[src/rtl/rom_reader_pkg.sv]
// Shared constants and types for the 556PT5/556PT4 PROM reader.
package rom_reader_pkg;

    // 556PT5 (3604): 512 x 8
    localparam int unsigned IP3604_DATA_WIDTH    = 8;
    localparam int unsigned IP3604_ADDRESS_WIDTH = 9;
    localparam int unsigned IP3604_LAST_ADDRESS  = 511;

    // 556PT4 (3601): 256 x 4
    localparam int unsigned IP3601_DATA_WIDTH    = 4;
    localparam int unsigned IP3601_ADDRESS_WIDTH = 8;
    localparam int unsigned IP3601_LAST_ADDRESS  = 255;

    // V1..V4 codes: read enables the outputs, idle deselects the chip
    localparam logic [3:0] OP_READ = 4'b1100;
    localparam logic [3:0] OP_IDLE = 4'b1111;

    typedef enum logic [2:0] {
        StIdle,
        StSetup,
        StSettle,
        StSample,
        StPresent,
        StNext
    } reader_state_e;

    typedef enum logic {
        ModeSweep,
        ModeSingle
    } reader_mode_e;

    // The op code is registered on leaving SETUP and data is captured on leaving SAMPLE,
    // so SETTLE has to last settle_cycles-1 cycles: count from settle_cycles-2 down to 0.
    function automatic int unsigned settle_load(input int unsigned settle_cycles);
        return (settle_cycles >= 32'd2) ? settle_cycles - 32'd2 : 32'd0;
    endfunction

endpackage

[src/rtl/rom_settle_timer.sv]
// Down-counter used to hold the chip in SETTLE for a fixed number of cycles.
module rom_settle_timer #(
    parameter int unsigned COUNT_WIDTH = 3
) (
    input  logic                   clk,
    input  logic                   reset_n,
    input  logic                   load,
    input  logic [COUNT_WIDTH-1:0] load_value,
    input  logic                   decrement,
    output logic                   zero
);

    logic [COUNT_WIDTH-1:0] count_q;

    // Load has priority; the count saturates at zero.
    always_ff @(posedge clk or negedge reset_n) begin
        if (!reset_n) begin
            count_q <= '0;
        end else if (load) begin
            count_q <= load_value;
        end else if (decrement && (count_q != '0)) begin
            count_q <= count_q - 1'b1;
        end
    end

    assign zero = (count_q == '0);

endmodule

[src/rtl/rom_sweep_reader.sv]
// PROM reader: drives address and op code, waits for the access time, samples the data bus
// and hands (address, data) downstream over a valid/ready handshake.
module rom_sweep_reader
    import rom_reader_pkg::*;
#(
    parameter int unsigned DATA_WIDTH    = IP3604_DATA_WIDTH,
    parameter int unsigned ADDRESS_WIDTH = IP3604_ADDRESS_WIDTH,
    parameter int unsigned LAST_ADDRESS  = IP3604_LAST_ADDRESS,
    parameter int unsigned SETTLE_CYCLES = 4,
    parameter logic [3:0]  READ_OP       = OP_READ,
    parameter logic [3:0]  IDLE_OP       = OP_IDLE
) (
    input  logic                     clk,
    input  logic                     reset_n,
    input  logic                     start,
    input  logic                     abort,
    input  logic                     step_up,
    input  logic                     step_down,
    input  logic [DATA_WIDTH-1:0]    data_line_in,
    output logic [3:0]               operation,
    output logic [ADDRESS_WIDTH-1:0] address_line,
    output logic [DATA_WIDTH-1:0]    sample_data,
    output logic [ADDRESS_WIDTH-1:0] sample_address,
    output logic                     sample_valid,
    input  logic                     sample_ready,
    output logic                     busy,
    output logic                     done
);

    localparam int unsigned CNT_W = $clog2(SETTLE_CYCLES + 1);
    localparam logic [CNT_W-1:0] SETTLE_LOAD = CNT_W'(settle_load(SETTLE_CYCLES));
    localparam logic [ADDRESS_WIDTH-1:0] LAST_ADDR = ADDRESS_WIDTH'(LAST_ADDRESS);

    reader_state_e            state_q, state_d;
    reader_mode_e             mode_q, mode_d;
    logic [ADDRESS_WIDTH-1:0] address_q, address_d;
    logic [3:0]               operation_q, operation_d;
    logic [DATA_WIDTH-1:0]    sample_data_q, sample_data_d;
    logic [ADDRESS_WIDTH-1:0] sample_address_q, sample_address_d;
    logic                     sample_valid_q, sample_valid_d;
    logic                     abort_q, abort_d;
    logic                     done_q, done_d;

    logic                     timer_load, timer_dec, timer_zero;
    logic                     abort_pend;
    logic [ADDRESS_WIDTH-1:0] address_inc, address_dec;

    rom_settle_timer #(
        .COUNT_WIDTH(CNT_W)
    ) u_settle_timer (
        .clk       (clk),
        .reset_n   (reset_n),
        .load      (timer_load),
        .load_value(SETTLE_LOAD),
        .decrement (timer_dec),
        .zero      (timer_zero)
    );

    // Wrap explicitly at LAST_ADDRESS, which need not be a power-of-two boundary.
    assign address_inc = (address_q == LAST_ADDR) ? '0 : address_q + 1'b1;
    assign address_dec = (address_q == '0) ? LAST_ADDR : address_q - 1'b1;
    assign abort_pend  = abort_q | abort;

    // Next-state, address sequencing, sample capture and abort handling.
    always_comb begin
        state_d          = state_q;
        mode_d           = mode_q;
        address_d        = address_q;
        operation_d      = operation_q;
        sample_data_d    = sample_data_q;
        sample_address_d = sample_address_q;
        sample_valid_d   = sample_valid_q;
        abort_d          = abort_q | (abort & (state_q != StIdle));
        done_d           = 1'b0;
        timer_load       = 1'b0;
        timer_dec        = 1'b0;

        unique case (state_q)
            StIdle: begin
                operation_d = IDLE_OP;
                abort_d     = 1'b0;
                if (start) begin
                    address_d = '0;
                    mode_d    = ModeSweep;
                    state_d   = StSetup;
                end else if (step_up && !step_down) begin
                    address_d = address_inc;
                    mode_d    = ModeSingle;
                    state_d   = StSetup;
                end else if (step_down && !step_up) begin
                    address_d = address_dec;
                    mode_d    = ModeSingle;
                    state_d   = StSetup;
                end
            end
            StSetup: begin
                if (abort_pend) begin
                    state_d     = StIdle;
                    operation_d = IDLE_OP;
                    abort_d     = 1'b0;
                    done_d      = 1'b1;
                end else begin
                    operation_d = READ_OP;
                    timer_load  = 1'b1;
                    state_d     = StSettle;
                end
            end
            StSettle: begin
                if (abort_pend) begin
                    state_d     = StIdle;
                    operation_d = IDLE_OP;
                    abort_d     = 1'b0;
                    done_d      = 1'b1;
                end else if (timer_zero) begin
                    state_d = StSample;
                end else begin
                    timer_dec = 1'b1;
                end
            end
            StSample: begin
                // An abort arriving here stays latched until the sample is handed off.
                sample_data_d    = data_line_in;
                sample_address_d = address_q;
                sample_valid_d   = 1'b1;
                state_d          = StPresent;
            end
            StPresent: begin
                if (sample_ready) begin
                    sample_valid_d = 1'b0;
                    if (abort_pend) begin
                        state_d     = StIdle;
                        operation_d = IDLE_OP;
                        abort_d     = 1'b0;
                        done_d      = 1'b1;
                    end else if (mode_q == ModeSingle) begin
                        state_d     = StIdle;
                        operation_d = IDLE_OP;
                    end else if (address_q == LAST_ADDR) begin
                        state_d     = StIdle;
                        operation_d = IDLE_OP;
                        done_d      = 1'b1;
                    end else begin
                        state_d = StNext;
                    end
                end
            end
            StNext: begin
                if (abort_pend) begin
                    state_d     = StIdle;
                    operation_d = IDLE_OP;
                    abort_d     = 1'b0;
                    done_d      = 1'b1;
                end else begin
                    address_d = address_inc;
                    state_d   = StSetup;
                end
            end
            default: begin
                state_d     = StIdle;
                operation_d = IDLE_OP;
            end
        endcase
    end

    // State and output registers.
    always_ff @(posedge clk or negedge reset_n) begin
        if (!reset_n) begin
            state_q          <= StIdle;
            mode_q           <= ModeSweep;
            address_q        <= '0;
            operation_q      <= IDLE_OP;
            sample_data_q    <= '0;
            sample_address_q <= '0;
            sample_valid_q   <= 1'b0;
            abort_q          <= 1'b0;
            done_q           <= 1'b0;
        end else begin
            state_q          <= state_d;
            mode_q           <= mode_d;
            address_q        <= address_d;
            operation_q      <= operation_d;
            sample_data_q    <= sample_data_d;
            sample_address_q <= sample_address_d;
            sample_valid_q   <= sample_valid_d;
            abort_q          <= abort_d;
            done_q           <= done_d;
        end
    end

    assign operation      = operation_q;
    assign address_line   = address_q;
    assign sample_data    = sample_data_q;
    assign sample_address = sample_address_q;
    assign sample_valid   = sample_valid_q;
    assign busy           = (state_q != StIdle);
    assign done           = done_q;

endmodule

[config.mk]
export PLATFORM = sky130hd
export DESIGN_NAME = rom_sweep_reader
export DESIGN_NICKNAME = d
export VERILOG_FILES = /design/src/rtl/rom_reader_pkg.sv /design/src/rtl/rom_settle_timer.sv /design/src/rtl/rom_sweep_reader.sv
export SDC_FILE = /design/constraint.sdc
export NUM_CORES = 1
export LEC_CHECK = 0
export BUFFER_PORTS_ARGS = -buffer_cell sky130_fd_sc_hd__buf_4
export CORE_ASPECT_RATIO = 1.4
export CORE_MARGIN = 2
export CORE_UTILIZATION = 29
export CTS_CLUSTER_SIZE = 40
export DETAILED_ROUTE_END_ITERATION = 6
export PLACE_DENSITY = 0.57
export SLEW_MARGIN = 5
export SYNTH_ARGS = -nofsm -noshare
export SYNTH_HDL_FRONTEND = slang
export SYNTH_SLANG_ARGS = --single-unit
[constraint.sdc]
create_clock -name clk -period 2.5 [get_ports clk]
set_clock_uncertainty 0.15 [all_clocks]
set_input_delay 0.25 -clock clk [delete_from_list [all_inputs] [get_ports clk]]
set_output_delay 0.25 -clock clk [all_outputs]
set_load 0.005 [all_outputs]
* Word level (Yosys, flattened, before mapping)
Cells that the tools add are included.
** Operators by class
- Equality and inequality tests :: 12
- Multiplexer cells :: 47
- Reductions and logical operators :: 21
- Bitwise logic cells :: 4
- $add $sub $neg :: 3
** Operator list (count)
- two-way mux 9 bit :: 6
- two-way mux 3 bit :: 11
- two-way mux 4 bit :: 5
- case mux 3 bit (6 select lines) :: 1
- case mux 9 bit (2 select lines) :: 1
- two-way mux 1 bit :: 17
- case mux 4 bit (4 select lines) :: 1
- adder 9 x 1 -> 9 bit, second input constant :: 1
- equality test 9 bit, second input constant :: 1
- zero test 9 bit :: 1
- nonzero test 3 bit :: 3
- subtractor 9 x 1 -> 9 bit, second input constant :: 1
- inequality test 4 bit, second input constant :: 2
- equality test 3 x 2 -> 1 bit, second input constant :: 2
- equality test 3 bit, second input constant :: 2
- zero test 3 bit :: 2
- AND reduction 3 bit :: 2
- nonzero test 2 bit :: 3
- two-way mux 2 bit :: 2
- inequality test 2 bit, second input constant :: 2
- case mux 1 bit (2 select lines) :: 2
- AND reduction 2 bit :: 2
- AND reduction 4 bit :: 1
- equality test 3 x 1 -> 1 bit, second input constant :: 1
- 11 further kinds :: 15
** Word-level totals
- Input bits :: 15
- Logic and storage cells :: 97
- Register bits :: 40
- Output and inout port bits :: 33

* Depth between registers and ports, before layout
Gate-level depths: netlist of the first run.
- Depth in word-level cells :: 7
- Mapped depth :: 11
- Depth with buffers taken out :: 10

* Cells and area by module
Synthesis of the first run repeated with hierarchy kept, for this count alone.
** Second synthesis, totals
- Cells, all modules :: 228
- Area total of the unflattened synthesis :: 2178.3 um^2
** Modules (own cells, without submodules)
- rom_sweep_reader :: cells an instance 209, times used 1, area each 1988.2 um^2
- rom_settle_timer :: cells an instance 19, times used 1, area each 190.2 um^2

* Worst setup path before layout of the first run
OpenSTA, ideal clock, no wires.
- Path kind :: flip-flop to flip-flop
- Start :: register address_q[2] (netlist: address_line[2])
- End :: register address_q[5] (netlist: address_line[5])
- Path slack :: -71 ps
- Data required time :: 2224 ps
- Period minus slack after synthesis :: 2571 ps
- Data arrival time :: 2295 ps
- Cell stages (with the launch flop) :: 11
- Setup time :: 126 ps
- Path through :: dfrtp_1 clkbuf_1 and3_1 and3_1 and3_1 ha_1 clkbuf_1 inv_1 a31oi_1 a21boi_0 a221o_1
** Between the ends
- Word-level cells in the longest chain between the ends :: 6
- Elaborated cells on any way between the ends :: 11
** RTL lines
- start, declared :: RTL line rom_sweep_reader.sv:36 : logic [ADDRESS_WIDTH-1:0] address_q, address_d;
- start signal, assigned :: RTL line rom_sweep_reader.sv:180 : address_q <= address_d;
- subtractor 9 x 1 -> 9 bit or zero test 9 bit (tied branches) :: RTL line rom_sweep_reader.sv:61 : assign address_dec = (address_q == '0) ? LAST_ADDR : address_q - 1'b1;
- two-way mux 9 bit :: RTL line rom_sweep_reader.sv:61
- two-way mux 9 bit :: RTL line rom_sweep_reader.sv:90 : end else if (step_down && !step_up) begin
- two-way mux 9 bit :: RTL line rom_sweep_reader.sv:86 : end else if (step_up && !step_down) begin
- two-way mux 9 bit :: RTL line rom_sweep_reader.sv:82 : if (start) begin
- case mux 9 bit (2 select lines) (*) :: RTL line rom_sweep_reader.sv:78 : unique case (state_q)
Mark *: on every way between the ends. The rest lies on a longest branch, timed or not. The select of a mux whose other input is x is not followed.
A chain may end at the register's enable or synchronous reset.

* Worst setup path in the final report of the first run
- Start :: register address_q[1] (netlist: address_line[1])
- End :: register address_q[5] (netlist: address_line[5])
The elaborated chain is that of the path after synthesis.

==> flow_summary.yaml, run 1 <==
clocking:
  cts_sinks: 37
  clk_latency_ps: 300
  htree_levels: 2
  cts.path.max_buffers: 2
  clockRootBuffer: "clkbuf_8"
  postCtsSetupBuffers: 0
  cts_tree: "built"
  cts_buffers: 5
  clk_pin_slew_ps: 80
finish:
  nNetsFinal: 287
  drive_above_1_share_pct: 36.2
  final_area_um2: 2720
  insertedDiodeCount: 0
  area_delta_synth_final_pct: 28.4
setup_path:
  crit_fanout: 7
  r2r_slack_ps: 130
  worstReg2RegEnd: "address_line[5]$_DFFE_PN0P_"
  r2r_cells: 9
  worst_r2r_startpoint: "address_line[1]$_DFFE_PN0P_"
  worstPathRequired_ps: 2530
  start_kind: "flop"
  worstSetupPathType: "flop to flop"
  cp-end-kind: "flop"
  arrival_ps: 2400
sta:
  post-route-period-util_pct: 94.7
  slew-limit-headroom_pct: 66.6
  setup_violations: 0
  fin_crit_ps: 2370
  hold_ws_ps: 27.7
  tns_ps: 0
  drv_slew: 0
  max_freq_ghz: 0.423
  final-hold-violation-count: 0
  worst-slew-pin-transition_ps: 501
global_routing:
  antenna_found_initial: 0
  grt-busiest-layer: "met2"
  grtUsageMet1_pct: 15.9
  grt_pass1_vias: 1729
  grt_use_met3_pct: 2.94
  gr-total-overflow: 0
  grt_pass1_wl_um: 8830
  use_met2_pct: 24.2
  grt_use_total_pct: 13.8
  grt_max_degree: 38
power:
  power_uw: 3080
  power_leakage_uw: 0.00129
  power_density_nw_per_um2: 1130
  irDropWorstVdd_uv: 412
synth:
  ys_warn_count: 0
  synth-edff-count: 0
  synth_area_leaders: "dfrtp_1, mux2_2, nor2_1"
  synth_top_area_share_pct: 42.5
  yosys.area.top_type: "dfrtp_1"
  syn_avg_cell_area_um2: 9.81
  syn_area_um2: 2120
  post_synth_num_cell_types: 54
  synthArstFlopShare_pct: 100
  synth_flop_cell: "dfrtp_1"
  syn_inst: 216
  synth_seq_cells: 37
  ys_seq_area_share_pct: 43.8
worst_hold_path:
  hold_path_class: "input pin to flop"
  hold_path_end: "mode_q$_DFFE_PN0P_"
  min_from: "start"
  hold_path_depth: 2
routing:
  vias_per_cell: 4.94
  drc_errors: 0
  route.detailed.wl_per_inst_um: 14.8
  drtIter0Drc: 101
  drt_pass1_iterations: 7
  vias: 1795
  ant_nets: 0
  drt-total-wl_um: 5380
floorplanning:
  die_h_um: 105
  initial_core_util_pct: 30.1
  rows: 36
  chipWidth_um: 76.2
  io_pins: 48
  dieArea_um2: 8010
  core_area_um2: 7030
place:
  place_hpwl_um: 3850
  port_buffers: 45
  gp_congestion: 0.941
  post_dp_cell_area_um2: 2590
run:
  drv_cap: 0
status:
  status: "complete, no violations"
metrics by stage:
stage / utilization [%] / setup slack, ps / cells
floorplan: - / 78.9 / 217
global placement: 36.9 / 221 / 354
detailed placement: 36.9 / 187 / 354
CTS: 38.4 / 153 / 363
global route: 38.7 / -7.80 / 363
finish: 38.7 / 134 / 363
repair_timing:
| action | CTS | global route |
|---|---|---|
| resized for setup | 0 | 4 |
| hold endpoints to repair | 36 | 0 |
| hold buffers | 1 | 0 |
| setup endpoints to repair | 0 | 2 |
worst max-delay path by stage:
| stage | startpoint | to | depth (start not counted) | slack (ps) |
|---|---|---|---|---|
| 3_5_place_dp | address_line[0]$_DFFE_PN0P_ | state_q[0]$_DFFE_PN0P_ | 10 | 190 |
| 3_3_place_gp | address_line[0]$_DFFE_PN0P_ | state_q[0]$_DFFE_PN0P_ | 10 | 220 |
| 2_1_floorplan | address_line[0]$_DFFE_PN0P_ | address_line[5]$_DFFE_PN0P_ | 10 | 80 |
| 4_1_cts | address_line[0]$_DFFE_PN0P_ | state_q[0]$_DFFE_PN0P_ | 10 | 150 |
| 6_report | address_line[1]$_DFFE_PN0P_ | address_line[5]$_DFFE_PN0P_ | 9 | 130 |
| 5_1_grt | address_line[1]$_DFFE_PN0P_ | address_line[5]$_DFFE_PN0P_ | 9 | -8 |
area by class of cell:
cell class	count	area, um2
fill	725	4310
clock buffer	6	82.6
tap	95	119
sequential	37	927
clock inverter	2	13.8
multi-input combinational	154	1090
timing repair buffer	60	453
inverter	9	33.8
sequential cells by signal, indices dropped and copies added (netlist names):
| name | cells |
|---|---|
| operation | 1 |
| u_settle_timer.count_q | 3 |
| state_q | 3 |
| abort_q | 1 |
| address_line | 9 |
| sample_data | 8 |
| sample_address | 9 |
| sample_valid | 1 |
| mode_q | 1 |
| done | 1 |
logic make-up after synthesis:
group / share of synthesized area (%)
adders and majority gates: 2.95
and+or+nand+nor: 17.5
xor gates and xnor gates: 2.48
AOI/OAI and AO/OA: 18.7
other: 0.177
muxes: 8.45
DFF: 43.8
buffers and inverters: 6.02
cell usage in the layout (no fill, tap or decap), drive strengths merged, types with 5 or more instances in the layout:
| master | n |
|---|---|
| nor2 | 20 |
| nand2 | 20 |
| mux2 | 15 |
| buf | 59 |
| a21oi | 9 |
| clkbuf | 6 |
| o21ai | 10 |
| ha | 5 |
| inv | 9 |
| nor3 | 6 |
| dfrtp | 36 |
per-layer routing:
layer  share of wire (%)  vias up
li1                    -      863
met1                  41      873
met2                  52       47
met3                 4.1       12
met4                 2.9        0
met5                   0        -
critical path: stages, from the launching register on:
cell and delay (ps):
dfrtp_1 350, ha_1 170, and3_1 180, and3_1 180
and3_1 160, ha_1 280, inv_2 120, a31oi_1 250
a21boi_0 120, a221o_1 290
power breakdown:
group	internal (uW)	switching, uW
sequential	840	156
combinational	823	807
clock	224	232
cells in the mapped netlist, drive strengths merged (2+ instances only):
cell type,count
a21boi,3
a21o,3
a21oi,9
a221o,2
a22o,2
a22oi,2
a31oi,4
a32o,2
and3,3
buf,10
clkbuf,7
dfrtp,36
ha,5
inv,9
mux2,15
nand2,20
nand2b,4
nand3,4
nand4,3
nor2,20
nor3,6
nor4,2
o21a,2
o21ai,10
o21bai,3
o31ai,4
or2,2
or3,2
xnor2,4
xor2,2
No activity file was read; power rests on OpenSTA's default activity.
==> inputs of run 2 (changes only) <==
Settings changed: MAX_ROUTING_LAYER from default to met4.
==> flow_summary.yaml, run 2 (synthesis results as in run 1) <==
clocking:
  htree_levels: 2
  cts.path.max_buffers: 2
  postCtsSetupBuffers: 0
  cts_buffers: 5
  clk_latency_ps: 300
  clockRootBuffer: "clkbuf_8"
  cts_tree: "built"
  clk_pin_slew_ps: 80
  cts_sinks: 37
place:
  port_buffers: 45
  post_dp_cell_area_um2: 2590
  gp_congestion: 0.958
  place_hpwl_um: 3850
  dp_slack_ps: 187
floorplanning:
  core_area_um2: 7030
  dieArea_um2: 8010
  io_pins: 48
  initial_core_util_pct: 30.1
  rows: 36
  chipWidth_um: 76.2
  die_h_um: 105
sta:
  post-route-period-util_pct: 93.5
  fin_crit_ps: 2340
  finalWorstSetupSlack_ps: 162
  slew-limit-headroom_pct: 65.7
  setup_violations: 0
  final-hold-violation-count: 0
  max_freq_ghz: 0.428
  hold_ws_ps: 29.9
  worst-slew-pin-transition_ps: 514
  drv_slew: 0
setup_path:
  worstSetupPathType: "flop to flop"
  crit_fanout: 7
  arrival_ps: 2370
  start_kind: "flop"
  worstPathRequired_ps: 2540
  r2r_cells: 9
  cp-end-kind: "flop"
finish:
  layout_common_cells: "buf_4, dfrtp_1, nor2_1"
  mostFrequentLayoutCell: "buf_4"
  nNetsFinal: 287
  final_area_um2: 2720
  final.fill_count: 725
  area_delta_synth_final_pct: 28.4
  multi_input_area_um2: 1090
  register_area_um2: 927
  insertedDiodeCount: 0
  drive_above_1_share_pct: 36.2
global_routing:
  grtUsageMet1_pct: 16.0
  grt_pass1_wl_um: 8830
  gr-total-overflow: 0
  grt-busiest-layer: "met2"
  grt_max_degree: 38
  grt_use_met3_pct: 2.94
  grt_use_total_pct: 14.2
  antenna_found_initial: 0
  grt_pass1_vias: 1727
  use_met2_pct: 24.1
worst_hold_path:
  hold_path_class: "input pin to flop"
  hold_path_depth: 2
power:
  irDropWorstVdd_uv: 412
  power_uw: 3080
  power_density_nw_per_um2: 1130
  power_leakage_uw: 0.00129
routing:
  vias: 1818
  vias_per_cell: 5.01
  drtIter0Drc: 98
  drt-total-wl_um: 5410
  drt_pass1_iterations: 6
  ant_nets: 0
  drc_errors: 0
  route.detailed.wl_per_inst_um: 14.9
status:
  status: "complete, no violations"
run:
  drv_cap: 0
## run 2: cell counts in the layout (fill, tap and decap cells not counted)
No cell type changed its count.
## run 2: report_power, final
part	leakage [uW]	switching, uW	total, uW	internal [uW]
clock network	0.0000512	233	456	224
logic	0.000772	808	1630	823
registers	0.000471	154	994	840
total	0.00129	1190	3080	1890
## run 2: final timing paths
kind,to,from,slack (ps)
setup / recovery,address_line[5]$_DFFE_PN0P_,address_line[0]$_DFFE_PN0P_,160
hold / removal,mode_q$_DFFE_PN0P_,start,30
setup reg to reg,address_line[5]$_DFFE_PN0P_,address_line[0]$_DFFE_PN0P_,160
hold reg to reg,sample_address[0]$_DFFE_PN0P_,sample_address[0]$_DFFE_PN0P_,340
max in group asynchronous,operation[0]$_DFFE_PN1P_,reset_n,1540
min in group asynchronous,sample_data[1]$_DFFE_PN0P_,reset_n,310
## run 2: per-stage QoR
stage	instances	util, %	TNS, ps
after detailed placement	354	36.9	0
after global placement	354	36.9	0
after CTS	363	38.4	0
after floorplan	217	-	0
after global routing	363	38.7	-7.80
final	363	38.7	0
## run 2: cell type report
class,count,share of cell area (%)
Inverter,9,1.24
Clock buffer,6,3.04
Timing Repair Buffer,60,16.7
Clock inverter,2,0.506
Multi-Input combinational cell,154,40.1
Sequential cell,37,34.1
Tap cell,95,4.37
## run 2: per-layer routing
layer,up-vias,routed length (um)
met2,62,2830
met3,17,212
li1,867,-
met1,872,2200
met4,0,165
met5,-,0
## run 2: critical path: stages, from the launching register on
cell,delay [ps]
dfrtp_1,350
ha_1,170
and3_1,180
and3_1,180
and3_1,160
ha_1,280
inv_2,120
a31oi_1,230
a21boi_0,110
a221o_1,290
## run 2: repair_timing
item	in CTS	in global routing
endpoints found under the hold margin	36	0
resized for setup	0	4
hold buffers	1	0
setup endpoints to repair	0	2
